===== src/rtl/vga_window_timing.sv =====
// Parametrised VGA timing generator: registered active-area coordinates,
// run-time rectangle hit flags, and sync/blank re-aligned to late-arriving RGB.

module vga_win_hit #(
   parameter int CW = 10
) (
   input  logic [4*CW-1:0] rect_i,
   input  logic            en_i,
   input  logic            act_i,
   input  logic [CW-1:0]   x_i,
   input  logic [CW-1:0]   y_i,
   output logic            hit_o
);
   logic [CW-1:0] wx, wy, ww, wh;
   logic [CW:0]   x_end, y_end;

   assign {wx, wy, ww, wh} = rect_i;

   // One extra bit so a window hanging past 2^CW keeps its full span.
   assign x_end = {1'b0, wx} + {1'b0, ww};
   assign y_end = {1'b0, wy} + {1'b0, wh};

   assign hit_o = act_i && en_i &&
                  (x_i >= wx) && ({1'b0, x_i} < x_end) &&
                  (y_i >= wy) && ({1'b0, y_i} < y_end);
endmodule

module vga_window_timing #(
   parameter int H_DISP   = 640,
   parameter int H_FPORCH = 16,
   parameter int H_SYNC   = 96,
   parameter int H_BPORCH = 48,
   parameter int V_DISP   = 480,
   parameter int V_FPORCH = 11,
   parameter int V_SYNC   = 2,
   parameter int V_BPORCH = 31,
   parameter bit HS_POL   = 1'b0,
   parameter bit VS_POL   = 1'b0,
   parameter int CW       = 10,
   parameter int N_WIN    = 8,
   parameter int RGB_LAT  = 2
) (
   input  logic                  VGA_CLK,
   input  logic                  RESET,
   input  logic [N_WIN*4*CW-1:0] WIN_RECT,
   input  logic [N_WIN-1:0]      WIN_ENABLE,
   input  logic [23:0]           RGB,
   output logic [CW-1:0]         X,
   output logic [CW-1:0]         Y,
   output logic                  COORD_VALID,
   output logic [N_WIN-1:0]      WIN_EN,
   output logic                  FRAME_START,
   output logic                  VGA_HS,
   output logic                  VGA_VS,
   output logic                  VGA_BLANK_N,
   output logic [7:0]            VGA_R,
   output logic [7:0]            VGA_G,
   output logic [7:0]            VGA_B
);
   localparam int H_OFF = H_FPORCH + H_SYNC + H_BPORCH;
   localparam int H_TOT = H_OFF + H_DISP;
   localparam int V_OFF = V_FPORCH + V_SYNC + V_BPORCH;
   localparam int V_TOT = V_OFF + V_DISP;

   localparam logic [CW-1:0] H_LAST  = CW'(H_TOT - 1);
   localparam logic [CW-1:0] V_LAST  = CW'(V_TOT - 1);
   localparam logic [CW-1:0] H_OFF_C = CW'(H_OFF);
   localparam logic [CW-1:0] V_OFF_C = CW'(V_OFF);
   localparam logic [CW-1:0] HS_BEG  = CW'(H_FPORCH);
   localparam logic [CW-1:0] HS_END  = CW'(H_FPORCH + H_SYNC);
   localparam logic [CW-1:0] VS_BEG  = CW'(V_FPORCH);
   localparam logic [CW-1:0] VS_END  = CW'(V_FPORCH + V_SYNC);

   typedef struct packed {
      logic hs;
      logic vs;
      logic act;
   } sync_t;

   // Stage 0: raster counters
   logic [CW-1:0] hc_q, hc_d, vc_q, vc_d;

   always_comb begin
      hc_d = hc_q + CW'(1);
      vc_d = vc_q;
      if (hc_q == H_LAST) begin
         hc_d = '0;
         vc_d = (vc_q == V_LAST) ? '0 : vc_q + CW'(1);
      end
   end

   always_ff @(posedge VGA_CLK or posedge RESET) begin
      if (RESET) begin
         hc_q <= '0;
         vc_q <= '0;
      end else begin
         hc_q <= hc_d;
         vc_q <= vc_d;
      end
   end

   sync_t         raw;
   logic [CW-1:0] x_raw, y_raw;
   logic          frame_top;

   always_comb begin
      raw.hs    = (hc_q >= HS_BEG) && (hc_q < HS_END);
      raw.vs    = (vc_q >= VS_BEG) && (vc_q < VS_END);
      raw.act   = (hc_q >= H_OFF_C) && (vc_q >= V_OFF_C);
      x_raw     = raw.act ? hc_q - H_OFF_C : '0;
      y_raw     = raw.act ? vc_q - V_OFF_C : '0;
      frame_top = (hc_q == '0) && (vc_q == '0);
   end

   // Window shadows only move at the top of the frame so edits never tear.
   logic [N_WIN*4*CW-1:0] rect_s_q;
   logic [N_WIN-1:0]      en_s_q;

   always_ff @(posedge VGA_CLK or posedge RESET) begin
      if (RESET) begin
         rect_s_q <= '0;
         en_s_q   <= '0;
      end else if (frame_top) begin
         rect_s_q <= WIN_RECT;
         en_s_q   <= WIN_ENABLE;
      end
   end

   logic [N_WIN-1:0] hit_d;

   for (genvar i = 0; i < N_WIN; i++) begin : g_win
      vga_win_hit #(.CW(CW)) u_hit (
         .rect_i (rect_s_q[i*4*CW +: 4*CW]),
         .en_i   (en_s_q[i]),
         .act_i  (raw.act),
         .x_i    (x_raw),
         .y_i    (y_raw),
         .hit_o  (hit_d[i])
      );
   end

   // Stage 1: coordinates and flags handed to the pixel source
   logic [CW-1:0]    x_q, y_q;
   logic             cv_q, fs_q;
   logic [N_WIN-1:0] win_q;

   always_ff @(posedge VGA_CLK or posedge RESET) begin
      if (RESET) begin
         x_q   <= '0;
         y_q   <= '0;
         cv_q  <= 1'b0;
         fs_q  <= 1'b0;
         win_q <= '0;
      end else begin
         x_q   <= x_raw;
         y_q   <= y_raw;
         cv_q  <= raw.act;
         fs_q  <= (hc_q == H_OFF_C) && (vc_q == V_OFF_C);
         win_q <= hit_d;
      end
   end

   // dly_q[0] is stage 1; dly_q[RGB_LAT] lines up with RGB arriving now.
   sync_t [RGB_LAT:0] dly_q;

   always_ff @(posedge VGA_CLK or posedge RESET) begin
      if (RESET) begin
         dly_q <= '0;
      end else begin
         dly_q[0] <= raw;
         for (int j = 1; j <= RGB_LAT; j++) dly_q[j] <= dly_q[j-1];
      end
   end

   logic        hs_q, vs_q, blank_q;
   logic [23:0] rgb_q;

   always_ff @(posedge VGA_CLK or posedge RESET) begin
      if (RESET) begin
         hs_q    <= ~HS_POL;
         vs_q    <= ~VS_POL;
         blank_q <= 1'b0;
         rgb_q   <= '0;
      end else begin
         hs_q    <= dly_q[RGB_LAT].hs ? HS_POL : ~HS_POL;
         vs_q    <= dly_q[RGB_LAT].vs ? VS_POL : ~VS_POL;
         blank_q <= dly_q[RGB_LAT].act;
         rgb_q   <= dly_q[RGB_LAT].act ? RGB : '0;
      end
   end

   assign X           = x_q;
   assign Y           = y_q;
   assign COORD_VALID = cv_q;
   assign WIN_EN      = win_q;
   assign FRAME_START = fs_q;
   assign VGA_HS      = hs_q;
   assign VGA_VS      = vs_q;
   assign VGA_BLANK_N = blank_q;
   assign VGA_R       = rgb_q[23:16];
   assign VGA_G       = rgb_q[15:8];
   assign VGA_B       = rgb_q[7:0];
endmodule


===== config.mk =====
export PLATFORM = sky130hd
export DESIGN_NAME = vga_window_timing
export DESIGN_NICKNAME = d
export VERILOG_FILES = /design/src/rtl/vga_window_timing.sv
export SDC_FILE = /design/constraint.sdc
export NUM_CORES = 1
export LEC_CHECK = 0
export ABC_CLOCK_PERIOD_IN_PS = 14000
export BUFFER_PORTS_ARGS = -buffer_cell sky130_fd_sc_hd__clkbuf_2
export CORE_ASPECT_RATIO = 1.4
export CORE_MARGIN = 3
export CORE_UTILIZATION = 55
export DETAILED_ROUTE_END_ITERATION = 16
export PLACE_DENSITY = 0.77
export SYNTH_ARGS = -nofsm -noshare
export SYNTH_HDL_FRONTEND = slang
export SYNTH_SLANG_ARGS = --single-unit
export TNS_END_PERCENT = 30

===== constraint.sdc =====
create_clock -name VGA_CLK -period 14 [get_ports VGA_CLK]
set_input_delay 0.7 -clock VGA_CLK [delete_from_list [all_inputs] [get_ports VGA_CLK]]
set_output_delay 0.7 -clock VGA_CLK [all_outputs]
set_load 0.01 [all_outputs]

---- Yosys cells after proc, flatten, opt, wreduce, memory -nomap -nowiden ----
Cells that the tools add are included.
cells by class
  bitwise gates (word level) .............. 0
  multiply operators ...................... 0
  equal/unequal tests ..................... 4
  multiplexer cells ....................... 7
  $add $sub $neg .......................... 20
  div/mod/pow operators ................... 0
  magnitude comparators ................... 38
  reduce and logical (&&, ||, !) cells .... 47
  shift operators ......................... 0
operators with widths
  cell                                                                number
  adder 10 x 10 -> 11 bit                                             16
  < comparator 10 x 11 -> 1 bit                                       16
  greater-or-equal comparator 10 bit                                  16
  logical AND 1 bit                                                   45
  two-way mux 10 bit                                                  4
  two-way mux 24 bit                                                  1
  adder 10 x 1 -> 10 bit, second input constant                       2
  == test 10 bit, second input constant                               2
  logical NOT 10 bit                                                  2
  == test 10 x 6 -> 1 bit, second input constant                      1
  == test 10 x 8 -> 1 bit, second input constant                      1
  greater-or-equal comparator 10 x 4 -> 1 bit, second input constant  1
  greater-or-equal comparator 10 x 5 -> 1 bit, second input constant  1
  greater-or-equal comparator 10 x 6 -> 1 bit, second input constant  1
  greater-or-equal comparator 10 x 8 -> 1 bit, second input constant  1
  < comparator 10 x 4 -> 1 bit, second input constant                 1
  < comparator 10 x 7 -> 1 bit, second input constant                 1
  subtractor 10 x 6 -> 10 bit, second input constant                  1
  subtractor 10 x 8 -> 10 bit, second input constant                  1
  two-way mux 1 bit                                                   2
word-level totals
  bits in registers ....................... 413
  latch bits .............................. 0
  logic and storage cells ................. 137
  RAM bits ................................ 0
  memories ................................ 0
  input bits .............................. 354
  memory bits (read-only) ................. 0
  output and inout bits ................... 57

---- Logic depth before layout (Yosys ltp) ----
Gate-level depths: netlist of run 1.
  depth after elaboration ................. 8
  depth in mapped cells ................... 18
  gate-level depth less buffers ........... 18

---- Cells and area by module ----
From an unflattened synthesis of run 1, not the netlist that was laid out.
second synthesis, totals
  cells, all modules ...................... 2723
  area, all modules ....................... 28910.2 um^2
modules (own cells, without submodules)
  module                             times used  seq. area each (um^2)  area an instance (um^2)  cells each
  vga_window_timing                  1           10337.4                15602.5                  965
  vga_win_hit at g_win[0].u_hit ...  6           0.0                    1655.3                   219
  vga_win_hit at g_win[6].u_hit ...  2           0.0                    1687.9                   222

---- Least setup slack after synthesis of run 1 ----
OpenSTA, ideal clock, no wires.
  path kind ............................... register -> register
  start point ............................. reg vc_q[2]
  end point ............................... reg win_q[1], in the netlist WIN_EN[1]
  data arrival time ....................... 3.694 ns
  stages on the path, launching flop included .. 15
  path buffers ............................ 1
  clock period less this slack ............ 3.820 ns
  slack ................................... 10.180 ns
  setup time .............................. 0.125 ns
  required time ........................... 13.875 ns
  path through ............................ dfrtp_1 > ha_1 > a211o_1 > a211o_1 > buf_6 > nand2_2 > nor3_1 > ha_1 > nand2_1 > o21ai_0 > o21a_1 > o21ai_0 > o211ai_1 > and3_1 > a2111oi_0
between the ends
  elaborated cells between the ends (all ways) .. 14
  classes of those cells .................. add/sub (1); order compare (5); mux (2); reduce/logical (6)
RTL lines
  element                                      RTL line  RTL
  from (decl)                                  81        logic [CW-1:0] hc_q, hc_d, vc_q, vc_d;
  from (signal assigned)                       98        vc_q <= vc_d;
  greater-or-equal comparator 10 x 6 -> 1 bit  109       raw.act = (hc_q >= H_OFF_C) && (vc_q >= V_OFF_C);
  logical AND 1 bit                            109
  two-way mux 10 bit (*)                       111       y_raw = raw.act ? vc_q - V_OFF_C : '0;
  via g_win[0].u_hit.y_i[5]                    11        input logic [CW-1:0] y_i,
  greater-or-equal comparator 10 bit           25        (y_i >= wy) && ({1'b0, y_i} < y_end);
  logical AND 1 bit                            24        (x_i >= wx) && ({1'b0, x_i} < x_end) &&
  logical AND 1 bit (*)                        25
  via g_win[1].u_hit.hit_o                     12        output logic hit_o
  to (signal assigned)                         159       win_q <= hit_d;
  to (decl)                                    145       logic [N_WIN-1:0] win_q;
The timed path passes the listed nets; every way through them passes the cells marked *.
A chain may end at the register's enable or synchronous reset.

---- Final worst setup path of run 1 ----
  start point ............................. reg vc_q[2]
  end point ............................... reg win_q[2], in the netlist WIN_EN[2]
between the ends
  elaborated cells between the ends (all ways) .. 14
  classes of those cells .................. add/sub (1); order compare (5); mux (2); reduce/logical (6)
RTL lines
  element                                      RTL line
  greater-or-equal comparator 10 x 6 -> 1 bit  109
  logical AND 1 bit                            109
  two-way mux 10 bit (*)                       111
  via g_win[0].u_hit.y_i[5]                    11
  greater-or-equal comparator 10 bit           25
  logical AND 1 bit                            24
  logical AND 1 bit (*)                        25
  via g_win[2].u_hit.hit_o                     12
Marks and branches as above.

==> run metrics, run 1 <==
result of the run=complete, no violations; Iter 0 DRT Violations=1,115; PwrDens=94.59 nW/um2; clk buf depth=3; Worst setup EP type=flop; drt first pass iters=7; GRT met2 Usage=49.98%; Yosys Warn Count=0; crit-path cells=ha_1, a211o_1, a211o_1, nand2_2, nor3_2, buf_4, ha_1, nand2_1, nor4_1, a2111oi_0, o21ai_0, a41oi_1, o2111a_1; met1 Resource Use GR=35.69%; Cell variety after synth=68; Final Cycle Share=33.84%; routed len/inst=20.70 um; grt peak-use layer=met2; die area=53,820 um2; Global Route Usage Sum=29.51%; Hold Crit Class=in -> async; Final Power=0.003061 W; clock-pin slew on the worst setup and hold paths=0.07 ns; Setup crit start kind=flop; Post-Synthesis Cells=2,808; nets@finish=4,047; biggest area consumer among synthesized cells=dfrtp_1; core area=50,250 um2; post-synthesis sequential area ratio=36.82%; via count=23,003; cells on worst reg2reg path=13; min Tclk post-route=4.738 ns; CP required=14.52 ns; crit path DAT=5.26 ns; final hold viol count=0; Num Clock Sinks=413; FP Rows=97; RSZ-0062 raised after global routing=false; worst reg2reg startpoint=vc_q[2]; Final TNS setup=0 ns; H-Tree Depth=2; slowest CP cell=nor3_2; clock root cell=clkbuf_16; placed insts=3,815; CP Capture Point=WIN_EN[2]; CTS hold repair buffers=0; top_reg_cell synth=dfrtp_1; Pins Over Slew Limit=0; peak supply drop=0.09534 mV; Slew HR=22.54%; ys async rst share=100.0%; worst skew pair latency=0.58 ns; first-pass GRT wire length=126,000 um; setup slack, reg-to-reg=9.26 ns; CTS tree=yes; largest net degree at the start of global routing=243; Post-Syn Area per Cell=9.997 um2; number of global-route vias before repair=24,118; port buffer count=410; Final setup viols=0; max incr delay on CP=0.71 ns; M3 GR Usage=5.073%; share of cells above drive strength 1=22.58%; Synth area leaders=dfrtp_1, ha_1, mux2_2; number of remaining DRC errors=0; CP max FO=17; Initial Util=55.87%; Leakage Power=16.28 nW; DP HPWL=61,260 um; Reg-to-Reg End=WIN_EN[2]; Num CTS Buffers=44; Ports=411; Synth Register Bits=413; WS Path Type=reg -> reg; GR Overflow Total=0; Post-Route WL=80,670 um; Resize count post-CTS=0; DIE WIDTH=196.9 um; post-CTS setup buffer count=0; crit path launch=vc_q[2]; fmax=0.2111 GHz; Synth Net Count=3,637; fin util=64.41%; routability cong.=0.9331; fin cells=3,898; synthesis-to-finish area growth=15.28%; Die Y=273.3 um; clock skew=0.01769 ns; area of the mapped netlist=28,070 um2; Tightest Pin Transition=1.162 ns; Hold WS=0.2272 ns; DR vias/cell=5.901; Routed Antenna Nets=0; EDFF count, synth=0; Yosys top cell area share=36.64%; # Max-Cap Violations=0; initial antenna violation count=5
registers in the layout, indices dropped and copies added (netlist names):
register	flops
Y	10
VGA_VS	1
hc_q	10
VGA_HS	1
WIN_EN	8
rect_s_q	320
X	10
rgb_q	24
vc_q	10
dly_q	9
VGA_BLANK_N	1
FRAME_START	1
en_s_q	8
worst max-delay path: cells and delay by family, from the launching register on:
kind | cells | cell delay, ns
flops | 1 | 0.51
compound gates | 6 | 1.73
buf+inv | 1 | 0.39
fa+ha+maj | 2 | 0.60
simple gates | 4 | 1.43
worst min-delay path by stage:
stage	end	startpoint	slack, ns	depth (start not counted)
floorplan	dly_q[4]	dly_q[1]	0.33	0
global placement	dly_q[4]	dly_q[1]	0.33	0
detailed placement	dly_q[4]	dly_q[1]	0.33	0
CTS	rgb_q[23]	RESET	0.28	2
global route	rect_s_q[165]	RESET	0.30	2
finish	rect_s_q[165]	RESET	0.23	2
metal layers:
metal  wire length [um]  up-vias
li1                   -    10885
met1              31890    10996
met2              38610      855
met3               5145      267
met4               5020        0
met5                  0        -
through the flow:
stage / instance area [um2] / setup slack [ns]
floorplan: 28070 / 1.810
finish: 32360 / 9.262
global placement: 30820 / 9.538
global route: 32360 / 9.039
detailed placement: 30820 / 9.322
CTS: 32350 / 9.312
placed cells by master, fill, tap and decap left out, drive strengths merged, types with 11 or more instances in the layout:
cell type  synthesis  final
o211ai            25     25
mux2             182    182
ha               459    459
nand3             30     30
a31o              11     11
nand4             14     14
nand2            233    233
o21bai            20     20
nor4              14     14
a2111oi           19     19
or3               17     17
a31oi             11     11
and2              24     24
fa                16     16
a21o              49     49
xor2              81     81
a211oi            14     14
dfrtp            411    411
nor3              43     43
or2               11     11
inv              212    213
o21a              23     23
buf               46     21
o21ai            252    252
nand2b            51     51
nor2b             28     28
xnor2             51     51
clkbuf            21    468
a21oi            181    181
nor2             139    139
synthesized netlist by cell type (11+ instances only):
cell type and n:
ha_1 459, dfrtp_1 411, o21ai_0 240, nand2_1 230, inv_1 211, mux2_2 182, a21oi_1 181, nor2_1 139
xor2_1 81, nand2b_1 51, xnor2_1 51, a21o_1 49, nor3_1 42, nand3_1 30, nor2b_1 28, o211ai_1 25
and2_1 24, o21a_1 23, buf_2 21, clkbuf_1 21, buf_4 20, o21bai_1 20, a2111oi_0 18, fa_1 16
or3_1 15, a211oi_1 14, nand4_1 14, nor4_1 14, o21ai_1 12, a31o_2 11, a31oi_1 11, or2_2 11
power breakdown:
| group | switching, W | total, W | leakage (nW) | internal (W) |
|---|---|---|---|---|
| Clock | 0.000500 | 0.00124 | 0.744 | 0.000742 |
| Combinational | 0.000297 | 0.000541 | 10.6 | 0.000244 |
| Sequential | 0.0000359 | 0.00128 | 4.97 | 0.00124 |
cells by family (layout without fill, tap and decap cells):
| group | count (synthesis) | count (layout) | share of synthesized area [%] |
|---|---|---|---|
| XOR/XNOR | 132 | 132 | 4.118 |
| other | 0 | 5 | 0 |
| AND/OR/NAND/NOR | 626 | 626 | 10.52 |
| multiplexers | 183 | 183 | 7.336 |
| flip-flops | 413 | 413 | 36.82 |
| AO/OA/AOI/OAI | 697 | 697 | 15.35 |
| buffers and inverters | 280 | 722 | 4.185 |
| adder cells (fa/ha/maj) | 477 | 477 | 21.67 |
area by class of cell:
type,instances,area [um2]
Fill cell,4128,17880
Multi-Input combinational cell,2115,16640
Sequential cell,413,10340
Timing Repair Buffer,431,2235
Clock buffer,58,1255
Inverter,213,807.0
Tap cell,643,804.5
Clock inverter,20,271.5
Antenna cell,5,12.51
Power figures use the tool's default switching activity.
==> inputs of run 2 (changes only) <==
Settings changed: ABC_AREA set to 1, ABC_CLOCK_PERIOD_IN_PS 14000 to 4300, CORE_UTILIZATION 55 to 54, PLACE_DENSITY 0.77 to 0.79.
Clock period 14 ns to 4.3 ns, I/O delays scaled along.
==> run 2 against run 1 <==
Via count grew 13%. Clock power grew to 3.3 times the previous value. Register-to-register slack worse by 8.7 ns. Setup slack got worse by 8.7 ns. Global-route usage rose by 1.5 points. Maximum frequency up 27%. Largest power group unchanged.
==> run metrics, run 2 <==
# Max-Cap Violations=0 (unchanged); worst skew pair latency=0.58 ns (about the same); Synth Net Count=3,954 (+8.7%); clk buf depth=3 (unchanged); Worst setup EP type=flop; GR Overflow Total=0 (unchanged); Iter 0 DRT Violations=1,282 (+15%); area of the mapped netlist=29,650 um2 (+5.6%); number of remaining DRC errors=0 (unchanged); Hold Crit Class=in -> async; setup slack, reg-to-reg=0.58 ns (-8.68 ns); share of cells above drive strength 1=22.25% (-0.33 points); DR vias/cell=5.537 (-6.2%); DP HPWL=59,650 um (-2.6%); Yosys Warn Count=0 (unchanged); Final setup viols=0 (unchanged); slowest CP cell=a21oi_4; Synth area leaders=dfrtp_1, ha_1, mux2_2; Routed Antenna Nets=0 (unchanged); first-pass GRT wire length=142,400 um (+13%); Post-Synthesis Cells=3,125 (+11%); DIE WIDTH=204.0 um (+3.6%); synth cell count leaders=ha_1, nand2_1, dfrtp_1; crit path launch=vc_q[2]; Synth Register Bits=413 (unchanged); routed len/inst=19.47 um (-5.9%); WS Path Type=reg -> reg; Reg-to-Reg End=WIN_EN[2]; Post-Route WL=91,070 um (+13%); Leakage Power=19.56 nW (+20%); via count=25,891 (+13%); worst reg2reg startpoint=vc_q[2]; Final TNS setup=0 ns (unchanged); Pins Over Slew Limit=0 (unchanged); cells on worst reg2reg path=18 (+5); number of global-route vias before repair=27,229 (+13%); commonest non-fill, non-tap cell in the layout=ha_1; Ports=411 (unchanged); fin cells=4,676 (+20%); Num CTS Buffers=44 (unchanged); CP required=4.79 ns (-9.73 ns); min Tclk post-route=3.721 ns (-1.016 ns); Post-Syn Area per Cell=9.487 um2 (-5.1%); drt first pass iters=11 (+4); routability cong.=0.9182 (-1.6%); most flop-heavy register=rect_s_q; clock-pin slew on the worst setup and hold paths=0.07 ns (about the same); ys async rst share=100.0% (unchanged); crit-path cells=ha_1, inv_1, nand2_1, nand2_1, nand3_4, nand2_2, buf_4, inv_1, o21ai_0, a21oi_4, ha_1, nand2_1, nor2_1, nand3b_1, nor2_1, nor2_1, nand4_1, nor2_1; FP Rows=101 (+4.1%); result of the run=complete, no violations; largest delay contributor family on the critical path=simple AND/OR/NAND/NOR gates; Global Route Usage Sum=31.01% (+1.5 points); clock root cell=clkbuf_16; most frequent cells in the layout=ha_1, nand2_1, dfrtp_1; final hold viol count=0 (unchanged); most used cell, CP=nor2_1; synthesis-to-finish area growth=26.43%; CP bufs+invs=3 (+2); Num Clock Sinks=413 (unchanged); Die Y=283.2 um (+3.6%); max reg flops=320 (unchanged); EDFF count, synth=0 (unchanged); H-Tree Depth=2 (unchanged); clock skew=0.02252 ns (+0.004837 ns); port buffer count=410 (unchanged); placed insts=4,236 (+11%); Yosys top cell area share=34.69% (-1.9 points); Slew HR=23.98% (+1.4 points); die area=57,790 um2 (+7.4%); nets@finish=4,743 (+17%); top-count cell post-synth=ha_1; Setup crit start kind=flop; post-synthesis sequential area ratio=34.87% (-2.0 points); top_reg_cell synth=dfrtp_1; fill count=3,966 (-3.9%); max incr delay on CP=0.67 ns (-0.04 ns); CP max FO=17 (unchanged); PwrDens=278.5 nW/um2 (+190%); largest net degree at the start of global routing=167 (-31%); Final Cycle Share=86.54% (+53 points); biggest regs=rect_s_q x320, rgb_q x24; Cell variety after synth=40 (-41%); DP Worst Slack=0.7245 ns (-8.598 ns); core area=54,340 um2 (+8.1%); Initial Util=54.56% (-1.3 points); crit path DAT=4.21 ns (-1.05 ns); fmax=0.2687 GHz (+27%); biggest area consumer among synthesized cells=dfrtp_1; peak supply drop=0.3662 mV (+280%); RSZ-0062 raised after global routing=false; setup ws final=0.5787 ns (-8.684 ns); CTS tree=yes; initial antenna violation count=9 (+4); Resize count post-CTS=0 (unchanged); Tightest Pin Transition=1.139 ns (-0.02285 ns)
## run 2: cell count changes after synthesis, moves of 60 or more
cell	previous run	this run
nand2_1	230	433
inv_1	211	398
o21ai_0	240	68
mux2_2	182	328
a21oi_1	181	268
nand3_1	30	99
nand4_1	14	74
## run 2: routing by layer
layer | track usage [%] | up-vias | share of wire [%]
met2 | 55.75 | 1030 | 50
met4 | 18.90 | 0 | 7.1
li1 | - | 12311 | -
met1 | 34.44 | 12180 | 37
met3 | 4.206 | 370 | 5.4
met5 | 0 | - | 0
## run 2: cell families after synthesis
logic type	Yosys count	share of synthesized area, %
AO/OA/AOI/OAI	459	8.796
flip-flops	413	34.87
XOR/XNOR	128	3.782
buffers and inverters	450	6.905
AND/OR/NAND/NOR	872	12.74
multiplexers	328	12.46
adder cells (fa/ha/maj)	475	20.45
## run 2: timing repair
| action | CTS | global route |
|---|---|---|
| hold buffers | 353 | 0 |
| endpoints found under the setup margin | 0 | 0 |
| setup buffers | 0 | 0 |
| hold endpoints to repair | 359 | 0 |
## run 2: worst max-delay path by stage
stage | to | slack, ns | cells after the start
4_1_cts | WIN_EN[7] | 0.70 | 19
3_3_place_gp | WIN_EN[7] | 0.83 | 19
3_5_place_dp | WIN_EN[7] | 0.72 | 19
6_report | WIN_EN[2] | 0.58 | 18
2_1_floorplan | FRAME_START | -1.48 | 1
5_1_grt | WIN_EN[1] | 0.37 | 20
## run 2: worst register-to-register path, stage by stage, from the launching register on
cell and delay [ns]:
dfrtp_1 0.45, ha_1 0.20, inv_1 0.07, nand2_1 0.10, nand2_1 0.14, nand3_4 0.20, nand2_2 0.15, buf_4 0.24
inv_1 0.09, o21ai_0 0.13, a21oi_4 0.67, ha_1 0.37, nand2_1 0.06, nor2_1 0.05, nand3b_1 0.08, nor2_1 0.04
nor2_1 0.26, nand4_1 0.18, nor2_1 0.16
## run 2: metrics by stage
stage / utilization [%] / power [W] / instance area [um2] / hold slack, ns
global route: 68.98 / 0.01090 / 37480 / 0.1870
global placement: 59.67 / 0.006034 / 32430 / 0.2199
CTS: 68.93 / 0.01038 / 37460 / 0.1611
detailed placement: 59.67 / 0.006086 / 32430 / 0.2187
floorplan: - / 0.005528 / 29650 / 0.3189
finish: 68.98 / 0.01044 / 37480 / 0.1934
## run 2: report_power, final
part,internal (W),switching [W],leakage (nW)
logic,0.00102,0.00113,13.8
registers,0.00404,0.000167,4.97
clock network,0.00232,0.00175,0.733
total,0.00739,0.00305,19.6
## run 2: layout make-up
| cell class | instances | area [um2] | share of cell area (%) |
|---|---|---|---|
| timing repair buffer | 790 | 5876 | 15.68 |
| clock buffer | 53 | 1206 | 3.218 |
| sequential | 413 | 10340 | 27.58 |
| tap | 721 | 902.1 | 2.407 |
| clock inverter | 25 | 292.8 | 0.7811 |
| inverter | 403 | 1516 | 4.046 |
| antenna | 9 | 22.52 | 0.06009 |
| multi-input combinational | 2262 | 17330 | 46.23 |
